$ cat src/rtl/unified_mem_arbiter.sv
// unified_mem_arbiter: shares one single-port memory between fetch and data ports with tagged read return
module unified_mem_arbiter #(
  parameter int READ_LATENCY = 1,
  parameter int MAX_STARVE = 4
) (
  input  logic        clk,
  input  logic        rst,
  input  logic        iReq,
  input  logic [31:0] iAddr,
  input  logic        iFlush,
  output logic        iGnt,
  output logic        iRvalid,
  output logic [31:0] iRdata,
  input  logic        dReq,
  input  logic        dWe,
  input  logic [31:0] dAddr,
  input  logic [31:0] dWdata,
  input  logic [2:0]  dSize,
  output logic        dGnt,
  output logic        dRvalid,
  output logic [31:0] dRdata,
  output logic        memEn,
  output logic        memWe,
  output logic [31:0] memAddr,
  output logic [31:0] memWdata,
  output logic [2:0]  memSize,
  input  logic [31:0] memRdata
);
  logic [3:0] starve_q, starve_d;
  logic [READ_LATENCY-1:0] vld_q, vld_d, own_q, own_d;
  logic [READ_LATENCY:0] vld_in, own_in;
  always_comb begin
    iGnt = ~rst & iReq & (~dReq | (starve_q == 4'(MAX_STARVE)));
    dGnt = ~rst & dReq & ~iGnt;
    starve_d = (iGnt | ~iReq) ? 4'd0 : (starve_q == 4'(MAX_STARVE)) ? starve_q : starve_q + 4'd1;
    memEn = iGnt | dGnt;
    memWe = dGnt & dWe;
    memAddr = iGnt ? iAddr : dGnt ? dAddr : 32'd0;
    memWdata = dGnt ? dWdata : 32'd0;
    memSize = iGnt ? 3'b010 : dGnt ? dSize : 3'd0;
    vld_in = {vld_q, memEn & ~memWe};
    own_in = {own_q, dGnt};
    vld_d = vld_in[READ_LATENCY-1:0] & ~({READ_LATENCY{iFlush}} & ~own_in[READ_LATENCY-1:0]);
    own_d = own_in[READ_LATENCY-1:0];
    iRvalid = ~rst & vld_q[READ_LATENCY-1] & ~own_q[READ_LATENCY-1] & ~iFlush;
    dRvalid = ~rst & vld_q[READ_LATENCY-1] & own_q[READ_LATENCY-1];
  end
  assign iRdata = memRdata;
  assign dRdata = memRdata;
  always_ff @(posedge clk) begin
    if (rst) begin
      starve_q <= 4'd0;
      vld_q <= '0;
      own_q <= '0;
    end else begin
      starve_q <= starve_d;
      vld_q <= vld_d;
      own_q <= own_d;
    end
  end
endmodule

$ cat config.mk
export PLATFORM = sky130hd
export DESIGN_NAME = unified_mem_arbiter
export DESIGN_NICKNAME = d
export VERILOG_FILES = /design/src/rtl/unified_mem_arbiter.sv
export SDC_FILE = /design/constraint.sdc
export NUM_CORES = 1
export LEC_CHECK = 0
export ABC_AREA = 1
export CORE_AREA = 2 2 106 108
export DETAILED_ROUTE_END_ITERATION = 10
export DIE_AREA = 0 0 108 110
export GPL_TIMING_DRIVEN = 0
export PLACE_DENSITY = 0.64
export SLEW_MARGIN = 10
export SYNTH_ARGS = -nofsm -noshare
export SYNTH_HDL_FRONTEND = slang
export SYNTH_SLANG_ARGS = --single-unit
$ cat constraint.sdc
create_clock -name clk -period 1.9 [get_ports clk]
set_clock_uncertainty 0.05 [all_clocks]
set_input_delay 0.475 -clock clk [delete_from_list [all_inputs] [get_ports clk]]
set_output_delay 0.475 -clock clk [all_outputs]
set_load 0.05 [all_outputs]
# --- After elaboration in Yosys (flattened, before gate mapping) ---
# Index checks and enable logic that the tools add are counted.
word_totals:
  register_bits: 6
  wordCells: 35
  out_inout_bits: 137
  in_bits: 137
op_classes:
  eq_ne: 1
  n_addsub: 1
  n_bitwise: 24
  mux: 5
  n_reduce_logical: 1
op_table:
  columns: ["operator", "count"]
  rows:
  - ["32-bit 2-to-1 mux", 3]
  - ["1-bit bitwise AND", 12]
  - ["1-bit inverter", 9]
  - ["3-bit 2-to-1 mux", 2]
  - ["4-bit by 1-bit adder with 4-bit output, second input constant", 1]
  - ["4-bit by 3-bit equality test with 1-bit output, second input constant", 1]
  - ["1-bit bitwise OR", 3]
  - ["2-bit OR reduction", 1]

# --- Logic depth before layout (Yosys ltp) ---
# Gate-level depths: netlist of run 1.
depth:
  word_depth: 9
  depth_mapped: 8
  ltp_nobuf: 7

# --- Worst setup path after synthesis of run 1 ---
# OpenSTA, ideal clock, no wires.
synth_path:
  path_kind: "reg2out"
  from: "register starve_q[0]"
  to: "output memWdata[23]"
  arrival_time_ns: 1.799
  t_required_ns: 1.375
  path_slack_ns: -0.424
  path_stages_with_launch: 9
  n_path_buf: 1
  cell_sequence: "dfxtp_1 inv_1 ha_1 nand3_2 nand2_1 nand2_2 nand2_4 buf_6 nor2_1"
synth_between:
  elab_chain_len: 6
synth_rtl:
  columns: ["element", "line", "text"]
  rows:
  - ["from (decl)", "29", "logic [3:0] starve_q, starve_d;"]
  - ["from (signal assigned)", "56", "starve_q <= starve_d;"]
  - ["4-bit by 3-bit equality test with 1-bit output", "33", "iGnt = ~rst & iReq & (~dReq | (starve_q == 4'(MAX_STARVE)));"]
  - ["1-bit bitwise OR", "33", null]
  - ["1-bit bitwise AND", "33", null]
  - ["1-bit inverter", "34", "dGnt = ~rst & dReq & ~iGnt;"]
  - ["1-bit bitwise AND", "34", null]
  - ["32-bit 2-to-1 mux", "39", "memWdata = dGnt ? dWdata : 32'd0;"]
  - ["to (decl)", "25", "output logic [31:0] memWdata,"]
# Every way passes these cells.

# --- Final worst setup path of run 1 ---
layout_path:
  from: "input rst"
  to: "output memAddr[22]"
layout_between:
  elab_chain_len: 7
  word_cells_on_any_way: 8
  cone_classes: "2 x mux; 6 x bitwise"
layout_rtl:
  columns: ["element", "line", "text"]
  rows:
  - ["from (decl)", "7", "input logic rst,"]
  - ["1-bit inverter (*)", "33, 34", null]
  - ["1-bit bitwise AND (2 in a row)", "33", null]
  - ["1-bit inverter", "34", null]
  - ["1-bit bitwise AND", "34", null]
  - ["32-bit 2-to-1 mux", "38", "memAddr = iGnt ? iAddr : dGnt ? dAddr : 32'd0;"]
  - ["32-bit 2-to-1 mux (*)", "38", null]
  - ["to (decl)", "24", "output logic [31:0] memAddr,"]
# Mark *: on every way between the ends. The rest lies on a longest branch, timed or not.

==> summary.md, run 1 <==
| Metric | Value |
|---|---|
| Run status | `finished, violations left` |
| Failing checks | `setup timing` |
| Vias in the first global route | `approximately 2,700` |
| Final Hold Fails | `0` |
| Leak | `between 0.002 and 0.003 uW` |
| Worst Hold Class | `reg2reg` |
| Via/cell ratio | `approximately 3.9` |
| Unrepaired setup endpoints after global routing | `yes` |
| Largest net degree at the start of global routing | `11` |
| Clk slew on worst S/H paths | `roughly 0.03 ns` |
| Worst IR Drop VDD | `around 0.00028 V` |
| Period minus WS final | `between 2 and 2.5 ns` |
| Gate Count Post-Synth | `approximately 290` |
| Yosys warnings | `0` |
| Worst-Margin Slew | `between 0.5 and 0.6 ns` |
| Die height | `110 microns` |
| Clock insertion delay at the later pin of the skew report | `0.22 ns` |
| Final Util | `~53%` |
| Top-area cell type share of the netlist area | `30.8%` |
| Row cnt | `38` |
| Worst EP required | `1.37 ns` |
| Diode count | `0` |
| Placed cells | `about 670` |
| Area Growth Syn to Fin | `266%` |
| Die width | `about 110 microns` |
| Die area | `between 10,000 and 15,000 sq um` |
| Via count | `about 2,700` |
| Yosys cell types | `21` |
| Max Buffers Root-to-Sink | `2` |
| Residual DRC | `0` |
| Crit path launch type | `primary input` |
| Core ar. | `roughly 11,000 sq um` |
| Final cell count without fillers | `704` |
| Post-DR wirelength/cell | `13.0 microns` |
| Dominant cell type by area after synthesis | `buf_4` |
| Post-synthesis sequential area ratio | `under 10%` |
| Gr usage total | `between 10% and 20%` |
| Max Cap Viol | `0` |
| Endpoints failing setup | `70` |
| Worst slack at placement | `-1.44 ns` |
| Fmax | `approximately 460 MHz` |
| Top post-synthesis cells by area | `buf_4, nand2_1, nand3_1` |
| Share of cells above drive strength 1 | `a little under three fifths` |
| Post-synthesis register bit count | `6` |
| Cell Pwr Density | `342 nW/um^2` |
| Initial antenna violation count | `0` |
| I/O Buffers | `around 240` |
| Cts hold-fix bufs | `0` |
| Top Ports | `274` |
| CTS tree | `done` |
| Fin crit share | `115%` |
| Initial DRC count | `between 50 and 60` |
| Cts bufs inserted | `3` |
| Final worst-path setup slack | `-0.291 ns` |
| GRT overflow | `0` |
| CP Max Fanout | `5` |
| Relative slew slack | `65.9%` |
| CP Class | `in2out` |
| Initial core utilization | `between 10% and 20%` |
| Syn avg cell area | `~5.5 sq um` |
| Crit. End Element | `output pin` |
| Fin nets | `around 710` |
| Detailed placement HPWL | `between 6000 and 7000 microns` |
| Final Slew Violations | `0` |
| Routed wire length | `just over 9000 microns` |
| GPL Wtd Cong | `between 0.7 and 0.8` |
| Drt first pass iters | `4` |
| Clock Sinks | `6` |
| Critical path arrival | `about 1.7 ns` |
| Syn_nets | `around 430` |
| Synth Cell Area | `about 1600 sq um` |
| H-tree depth | `1` |
| Global-route wire length before repair | `between 10,000 and 15,000 microns` |
| Clock root buffer | `clkbuf_8` |
| ANT nets after route | `0` |
[placed cells by master, fill, tap and decap left out, types with 3 or more instances in the layout]
master,Yosys,routed
clkbuf_16,0,5
nand3_4,0,9
buf_8,0,48
nand2_1,71,25
clkbuf_8,0,3
nand3_2,1,21
nand2_8,0,4
nor2_4,1,36
buf_2,9,3
nand2_4,1,5
nor2_1,39,4
nand2_2,2,42
nand3_1,35,6
buf_6,3,31
buf_12,0,13
dfxtp_1,6,4
inv_1,44,40
clkdlybuf4s50_1,0,165
buf_4,64,80
inv_2,1,3
[state kept, by name, summed over array words and instances, names as in the netlist]
register and flops:
starve_q 4, own_q 1, vld_q 1
[metal layers]
layer  vias to the layer above  part of all wire, %  wire, microns  track usage [%]
li1                       1346                    -              -                -
met1                      1226                   33           3060             13.7
met2                       140                   57           5180             26.9
met3                        10                  9.1            834             2.88
met4                         0                 0.98             90             1.37
met5                         -                    0              0                0
[layout make-up]
cell class	instances	area, sq um
Timing Repair Buffer	273	3130
Multi-Input combinational cell	161	1410
Buffer	76	671
Clock buffer	3	41.3
Tap cell	140	175
Sequential cell	6	123
Fill cell	943	4980
Inverter	45	174
[Yosys cell counts (all sizes together)]
| library cell | count |
|---|---|
| buf | 76 |
| nand2 | 74 |
| inv | 45 |
| nor2 | 40 |
| nand3 | 36 |
| dfxtp | 6 |
| a21oi | 2 |
| ha | 2 |
| nand4 | 1 |
| nor3 | 1 |
| o21ai | 1 |
| xnor2 | 1 |
| xor2 | 1 |
[power breakdown]
group / internal (uW) / total, uW / switching [uW]
combinational: 755 / 1630 / 877
sequential: 131 / 133 / 2.10
clock: 136 / 194 / 57.5
[path summary, 6_finish.rpt]
| check | from | to | slack [ns] | cells past startpoint |
|---|---|---|---|---|
| max reg2reg | starve_q[1] | own_q | 0.46 | 10 |
| min | starve_q[3] | starve_q[3] | 0.47 | 2 |
| min reg2reg | starve_q[3] | starve_q[3] | 0.47 | 2 |
| max | rst | memAddr[22] | -0.29 | 10 |
[logic make-up (layout without fill, tap and decap cells)]
family	after synthesis	in the layout	share of synthesized area, %
XOR/XNOR	2	2	1.12
AND/OR/NAND/NOR	152	154	41.3
AO/OA/AOI/OAI	3	3	1.68
flip-flops	6	6	7.69
buffers and inverters	121	397	46.6
adder cells (fa/ha/maj)	2	2	1.60
[worst max-delay path: stages]
cell	delay [ns]
clkdlybuf4s15_2	0.22
inv_2	0.09
nand2_4	0.08
inv_4	0.13
nand2_8	0.09
buf_12	0.15
clkbuf_16	0.16
nand3_2	0.07
nand2_2	0.06
buf_8	0.15
[stage by stage]
stage          total power (uW)  setup TNS [ns]  area [sq um]  hold WS [ns]
6_report                   1960          -16.67          5720         0.473
5_1_grt                    2040          -21.15          5720         0.495
4_1_cts                    1890          -15.50          5330         0.474
3_5_place_dp               1490          -98.34          4500         0.385
3_3_place_gp               1480          -97.42          4500         0.369
2_1_floorplan               966          -0.156          1920         0.357
[what timing repair did]
item	4_1_cts	5_1_grt
setup buffers	21	3
resized for setup	605	65
pin swaps	11	11
gates cloned	6	5
endpoints found under the setup margin	73	71
Power figures use the tool's default switching activity.
==> run 2, diff against run 1 <==
--- a/config.mk
+++ b/config.mk
@@ -11,6 +11,7 @@
 export DIE_AREA = 0 0 108 110
 export GPL_TIMING_DRIVEN = 0
 export PLACE_DENSITY = 0.64
+export RECOVER_POWER = 50
 export SLEW_MARGIN = 10
 export SYNTH_ARGS = -nofsm -noshare
 export SYNTH_HDL_FRONTEND = slang
==> run 2 against run 1 <==
The run still ends with setup timing left. Final area stayed put. Critical path depth is the same. Via count rose by 0.33%. Clock power barely moved. Sequential cell count is the same. Routed wire length is 0.22% lower. Hold slack unchanged. Register-to-register slack about the same. Die area did not move. First-iteration DRC count rose by 12%. Sequential power is essentially flat. Setup slack better by 0.0018 ns. Critical path type unchanged.
==> summary.md, run 2 (synthesis gave the netlist of run 1 again) <==
| Metric | Value |
|---|---|
| CP Class | `in2out (unchanged)` |
| Detailed placement HPWL | `6830 microns (unchanged)` |
| Drt first pass iters | `4 (unchanged)` |
| P_sw | `936 uW (was 937 uW)` |
| Clock share of power | `9.9% (about the same)` |
| Clock insertion delay at the later pin of the skew report | `0.22 ns (about the same)` |
| Cell Pwr Density | `342 nW/um^2 (about the same)` |
| Core ar. | `10,700 sq um (unchanged)` |
| Clock root buffer | `clkbuf_8 (unchanged)` |
| Residual DRC | `0 (unchanged)` |
| Final Hold Fails | `0 (unchanged)` |
| Reg with most FFs | `starve_q (unchanged)` |
| Worst EP required | `1.37 ns (about the same)` |
| Initial antenna violation count | `0 (unchanged)` |
| Max Buffers Root-to-Sink | `2 (unchanged)` |
| I/O Buffers | `241 (unchanged)` |
| Sequential share of power | `6.8% (about the same)` |
| Run status | `finished, violations left (unchanged)` |
| GRT overflow | `0 (unchanged)` |
| Most common cell after layout, fill and taps aside | `clkdlybuf4s50_1 (unchanged)` |
| Worst-Margin Slew | `0.511 ns (was 0.510 ns)` |
| Routed wire length | `9140 microns (was 9160 microns)` |
| Max Cap Viol | `0 (unchanged)` |
| Dpl cell area | `4500 sq um (unchanged)` |
| CTS tree | `done (unchanged)` |
| Total power | `1960 uW (about the same)` |
| Clock Sinks | `6 (unchanged)` |
| Net Sw Frac | `47.9% (was 47.8%)` |
| Share of cells above drive strength 1 | `55.5% (unchanged)` |
| Final Slew Violations | `0 (unchanged)` |
| Logic pwr share | `83.3% (about the same)` |
| Cts bufs inserted | `3 (unchanged)` |
| Internal Pwr Total | `1020 uW (about the same)` |
| Fin crit share | `115% (about the same)` |
| Initial core utilization | `14.6% (unchanged)` |
| H-tree depth | `1 (unchanged)` |
| Via/cell ratio | `3.88 (was 3.87)` |
| Relative slew slack | `65.9% (about the same)` |
| Clk slew on worst S/H paths | `0.03 ns (about the same)` |
| Die width | `108 microns (unchanged)` |
| Gr usage total | `13.0% (unchanged)` |
| Largest net degree at the start of global routing | `11 (unchanged)` |
| Diode count | `0 (unchanged)` |
| Area Growth Syn to Fin | `266% (unchanged)` |
| Max reg flops | `4 (unchanged)` |
| Fmax | `457 MHz (was 456 MHz)` |
| Worst IR Drop VDD | `0.000275 V (about the same)` |
| Post-DR wirelength/cell | `13.0 microns (about the same)` |
| Global-route wire length before repair | `12,700 microns (unchanged)` |
| Crit. End Element | `output pin (unchanged)` |
| Top flop regs | `starve_q (4), own_q (1), vld_q (1) (unchanged)` |
| Failing checks | `setup timing (unchanged)` |
| Via count | `2,731 (was 2,722)` |
| Design Area, Final | `5720 sq um (unchanged)` |
| GPL Wtd Cong | `0.781 (unchanged)` |
| Top Ports | `274 (unchanged)` |
| Vias in the first global route | `2,701 (unchanged)` |
| Endpoints failing setup | `70 (unchanged)` |
| Most frequent cells in the layout | `clkdlybuf4s50_1, buf_4, buf_8 (unchanged)` |
| Unrepaired setup endpoints after global routing | `yes (unchanged)` |
| Crit path launch type | `primary input (unchanged)` |
| Period minus WS final | `2.19 ns (about the same)` |
| Initial DRC count | `57 (was 51)` |
| ANT nets after route | `0 (unchanged)` |
| Leak | `0.00256 uW (was 0.00257 uW)` |
| Fin nets | `705 (unchanged)` |
| Critical path arrival | `1.66 ns (was 1.67 ns)` |
| Row cnt | `38 (unchanged)` |
| Worst Hold Class | `reg2reg (unchanged)` |
| CP Max Fanout | `5 (unchanged)` |
| Fillcell total | `943 (unchanged)` |
| Die area | `11,900 sq um (unchanged)` |
| Final worst-path setup slack | `-0.289 ns (was -0.291 ns)` |
| Die height | `110 microns (unchanged)` |
[run 2: cell types whose count changed in the layout (fill, tap and decap cells not counted), sizes merged]
cell and change:
clkbuf +26, buf -26
[run 2: critical path: stages]
cell and delay (ns):
clkdlybuf4s15_2 0.22, inv_2 0.09, nand2_4 0.08, inv_4 0.13
nand2_8 0.09, buf_12 0.15, clkbuf_16 0.16, nand3_2 0.07
nand2_2 0.06, buf_8 0.15
[run 2: metal layers]
| metal | routed length, microns | GRT usage (%) | up-vias |
|---|---|---|---|
| met5 | 0 | 0 | - |
| met4 | 93 | 1.37 | 0 |
| met3 | 820 | 2.88 | 10 |
| met2 | 5170 | 26.9 | 141 |
| met1 | 3060 | 13.7 | 1234 |
| li1 | - | - | 1346 |
[run 2: path summary, 6_finish.rpt]
kind	from	to	slack [ns]	cells past startpoint
min	starve_q[3]	starve_q[3]	0.47	2
max reg2reg	starve_q[1]	own_q	0.46	10
max	rst	memAddr[22]	-0.29	10
min reg2reg	starve_q[3]	starve_q[3]	0.47	2
[run 2: power groups by stage]
stage	logic [uW]	clock network [uW]	registers, uW
after floorplan	832	0	134
after global placement	1350	0	135
after detailed placement	1360	0	135
after CTS	1560	197	133
after global routing	1690	206	133
final	1630	194	133
[run 2: layout make-up]
cell class	count	area, sq um	area share, %
multi-input cells	161	1410	24.6
plain buffers	76	671	11.7
repair buffers	273	3130	54.7
inverters	45	174	3.04
flip-flops and latches	6	123	2.14
clock buffers	3	41.3	0.722
well taps	140	175	3.06
[run 2: repair_timing]
action	CTS	global route
hold buffers	0	0
setup endpoints to repair	73	71
cloned	6	5
pin swaps	11	11
hold endpoints to repair	0	0
setup buffers	21	3
resized for setup	605	65
[run 2: per-stage QoR]
stage                     util [%]  instances  hold slack [ns]  worst slack (ns)  TNS (ns)
after CTS                     49.8        697            0.474            -0.282    -15.50
after global routing          53.5        704            0.495            -0.346    -21.15
after global placement        42.1        667            0.369             -1.42    -97.42
final                         53.5        704            0.473            -0.289    -16.66
after detailed placement      42.1        667            0.385             -1.44    -98.34
after floorplan                  -        286            0.357            -0.131    -0.156
==> run 3, diff against run 2 <==
--- a/config.mk
+++ b/config.mk
@@ -11,7 +11,7 @@
 export DIE_AREA = 0 0 108 110
 export GPL_TIMING_DRIVEN = 0
 export PLACE_DENSITY = 0.64
-export RECOVER_POWER = 50
+export RECOVER_POWER = 25
 export SLEW_MARGIN = 10
 export SYNTH_ARGS = -nofsm -noshare
 export SYNTH_HDL_FRONTEND = slang
==> run 3 against run 2 <==
The flow still finishes with violations (setup timing). Highest routed layer unchanged. First-iteration DRC count shrank 11%. Sequential power about the same. Setup slack barely moved. Count of clock-buffer cells in the layout is the same. Critical endpoint unchanged. Sequential share of layout area unchanged. Non-clock buffer count is the same.
==> summary.md, run 3 (synthesis gave the netlist of run 1 again) <==
| Metric | Value |
|---|---|
| Initial DRC count | `51 (was 57)` |
| Vias in the first global route | `2,701 (unchanged)` |
| Top flop regs | `starve_q (4), own_q (1), vld_q (1) (unchanged)` |
| Worst EP required | `1.37 ns (about the same)` |
| CP Launch Point | `rst (unchanged)` |
| Capture point of the critical path | `memAddr[22] (unchanged)` |
| ANT nets after route | `0 (unchanged)` |
| Area Growth Syn to Fin | `266% (unchanged)` |
| Final Hold Fails | `0 (unchanged)` |
| Cts bufs inserted | `3 (unchanged)` |
| Dpl cell area | `4500 sq um (unchanged)` |
| Cts hold-fix bufs | `0 (unchanged)` |
| Worst Hold Class | `reg2reg (unchanged)` |
| Routed wire length | `9150 microns (was 9140 microns)` |
| CP delay by family, top | `buffers and inverters (unchanged)` |
| Via count | `2,729 (was 2,731)` |
| Run status | `finished, violations left (unchanged)` |
| R2r setup slk | `0.46 ns (about the same)` |
| Die width | `108 microns (unchanged)` |
| GPL Wtd Cong | `0.781 (unchanged)` |
| CP max-delay cell | `clkdlybuf4s15_2 (unchanged)` |
| Initial core utilization | `14.6% (unchanged)` |
| Detailed placement HPWL | `6830 microns (unchanged)` |
| RR Endpoint | `own_q (unchanged)` |
| Final Slew Violations | `0 (unchanged)` |
| Crit path launch type | `primary input (unchanged)` |
| Leak | `0.00257 uW (was 0.00256 uW)` |
| Critical path's largest stage delay | `0.22 ns (about the same)` |
| CTS tree | `done (unchanged)` |
| H-tree depth | `1 (unchanged)` |
| Max reg flops | `4 (unchanged)` |
| Worst IR Drop VDD | `0.000275 V (about the same)` |
| Buf/Inv on CP | `6 (unchanged)` |
| Share of cells above drive strength 1 | `55.5% (unchanged)` |
| Multi-input gate area | `1410 sq um (unchanged)` |
| Fin crit share | `115% (about the same)` |
| Worst-path cell chain | `clkdlybuf4s15_2, inv_2, nand2_4, inv_4, nand2_8, buf_12, clkbuf_16, nand3_2, nand2_2, buf_8 (unchanged)` |
| Design Area, Final | `5720 sq um (unchanged)` |
| Register Area | `123 sq um (unchanged)` |
| Initial antenna violation count | `0 (unchanged)` |
| Period minus WS final | `2.19 ns (about the same)` |
| Endpoints failing setup | `70 (unchanged)` |
| Clock share of power | `9.9% (about the same)` |
| Logic pwr share | `83.3% (about the same)` |
| Drt first pass iters | `4 (unchanged)` |
| Via/cell ratio | `3.88 (about the same)` |
| Relative slew slack | `65.9% (unchanged)` |
| Reg with most FFs | `starve_q (unchanged)` |
| Clock root buffer | `clkbuf_8 (unchanged)` |
| R2r worst-path depth | `10 (unchanged)` |
| Core ar. | `10,700 sq um (unchanged)` |
| Unrepaired setup endpoints after global routing | `yes (unchanged)` |
| Max Buffers Root-to-Sink | `2 (unchanged)` |
| Crit. End Element | `output pin (unchanged)` |
| CP Max Fanout | `5 (unchanged)` |
| Sequential share of power | `6.8% (about the same)` |
| Diode count | `0 (unchanged)` |
| Placed cells | `667 (unchanged)` |
| Worst r2r src | `starve_q[1] (unchanged)` |
| Gr usage total | `13.0% (unchanged)` |
| Largest net degree at the start of global routing | `11 (unchanged)` |
| Fmax | `457 MHz (about the same)` |
| Failing checks | `setup timing (unchanged)` |
| Net Sw Frac | `47.8% (was 47.9%)` |
| Clock Sinks | `6 (unchanged)` |
| P_sw | `937 uW (was 936 uW)` |
| Most common cell after layout, fill and taps aside | `clkdlybuf4s50_1 (unchanged)` |
| Cell Pwr Density | `342 nW/um^2 (about the same)` |
| Fin nets | `705 (unchanged)` |
| Internal Pwr Total | `1020 uW (about the same)` |
| Critical path arrival | `1.66 ns (about the same)` |
| GRT overflow | `0 (unchanged)` |
| Clk slew on worst S/H paths | `0.03 ns (about the same)` |
| Row cnt | `38 (unchanged)` |
| Final cell count without fillers | `704 (unchanged)` |
| Fillcell total | `943 (unchanged)` |
| Worst-Margin Slew | `0.511 ns (unchanged)` |
| Post-DR wirelength/cell | `13.0 microns (about the same)` |
| Critical Path Stages | `10 (unchanged)` |
| Max Cap Viol | `0 (unchanged)` |
| CP Class | `in2out (unchanged)` |
| Die area | `11,900 sq um (unchanged)` |
| I/O Buffers | `241 (unchanged)` |
| Final worst-path setup slack | `-0.289 ns (about the same)` |
| Worst slack at placement | `-1.44 ns (unchanged)` |
| Total power | `1960 uW (about the same)` |
| Residual DRC | `0 (unchanged)` |
| Top Ports | `274 (unchanged)` |
| Final Util | `53.5% (unchanged)` |
| Global-route wire length before repair | `12,700 microns (unchanged)` |
| Most frequent cells in the layout | `clkdlybuf4s50_1, buf_4, buf_8 (unchanged)` |
| Clock insertion delay at the later pin of the skew report | `0.22 ns (about the same)` |
| Die height | `110 microns (unchanged)` |
## run 3: stage by stage
| step | setup TNS, ns | hold WS [ns] |
|---|---|---|
| 2_1_floorplan | -0.156 | 0.357 |
| 3_3_place_gp | -97.42 | 0.369 |
| 3_5_place_dp | -98.34 | 0.385 |
| 4_1_cts | -15.50 | 0.474 |
| 5_1_grt | -21.15 | 0.495 |
| 6_report | -16.66 | 0.473 |
## run 3: final cells by class
class,instances,share of cell area (%)
timing repair buffer,273,54.7
multi-input combinational,161,24.6
buffer,76,11.7
tap,140,3.06
inverter,45,3.04
sequential,6,2.14
clock buffer,3,0.722
## run 3: tightest hold or removal path, cell delays in order (launching register included)
cell     delay (ns)
dfxtp_1        0.34
xor2_1         0.08
nor2_1         0.07
## run 3: power groups by stage
stage	clock network, uW	logic, uW	registers (uW)
6_report	194	1630	133
2_1_floorplan	0	832	134
3_3_place_gp	0	1350	135
5_1_grt	206	1690	133
3_5_place_dp	0	1360	135
4_1_cts	197	1560	133
## run 3: worst min-delay path by stage
stage                     start          end  depth (start not counted)
global route        starve_q[0]  starve_q[0]                          2
floorplan           starve_q[0]  starve_q[0]                          1
detailed placement  starve_q[0]  starve_q[0]                          1
finish              starve_q[3]  starve_q[3]                          2
CTS                 starve_q[0]  starve_q[0]                          2
global placement    starve_q[0]  starve_q[0]                          1
## run 3: what timing repair did
action	in CTS	in global routing
cloned	6	5
endpoints found under the setup margin	73	71
pin swaps	11	11
buffers inserted	21	3
gates resized for setup	605	65
endpoints found under the hold margin	0	0
## run 3: routing by layer
metal  track usage [%]  share of wire [%]  vias up
met4              1.37                1.0        0
met2              26.9                 57      140
met3              2.88                9.0       10
li1                  -                  -     1346
met5                 0                  0        -
met1              13.7                 33     1233
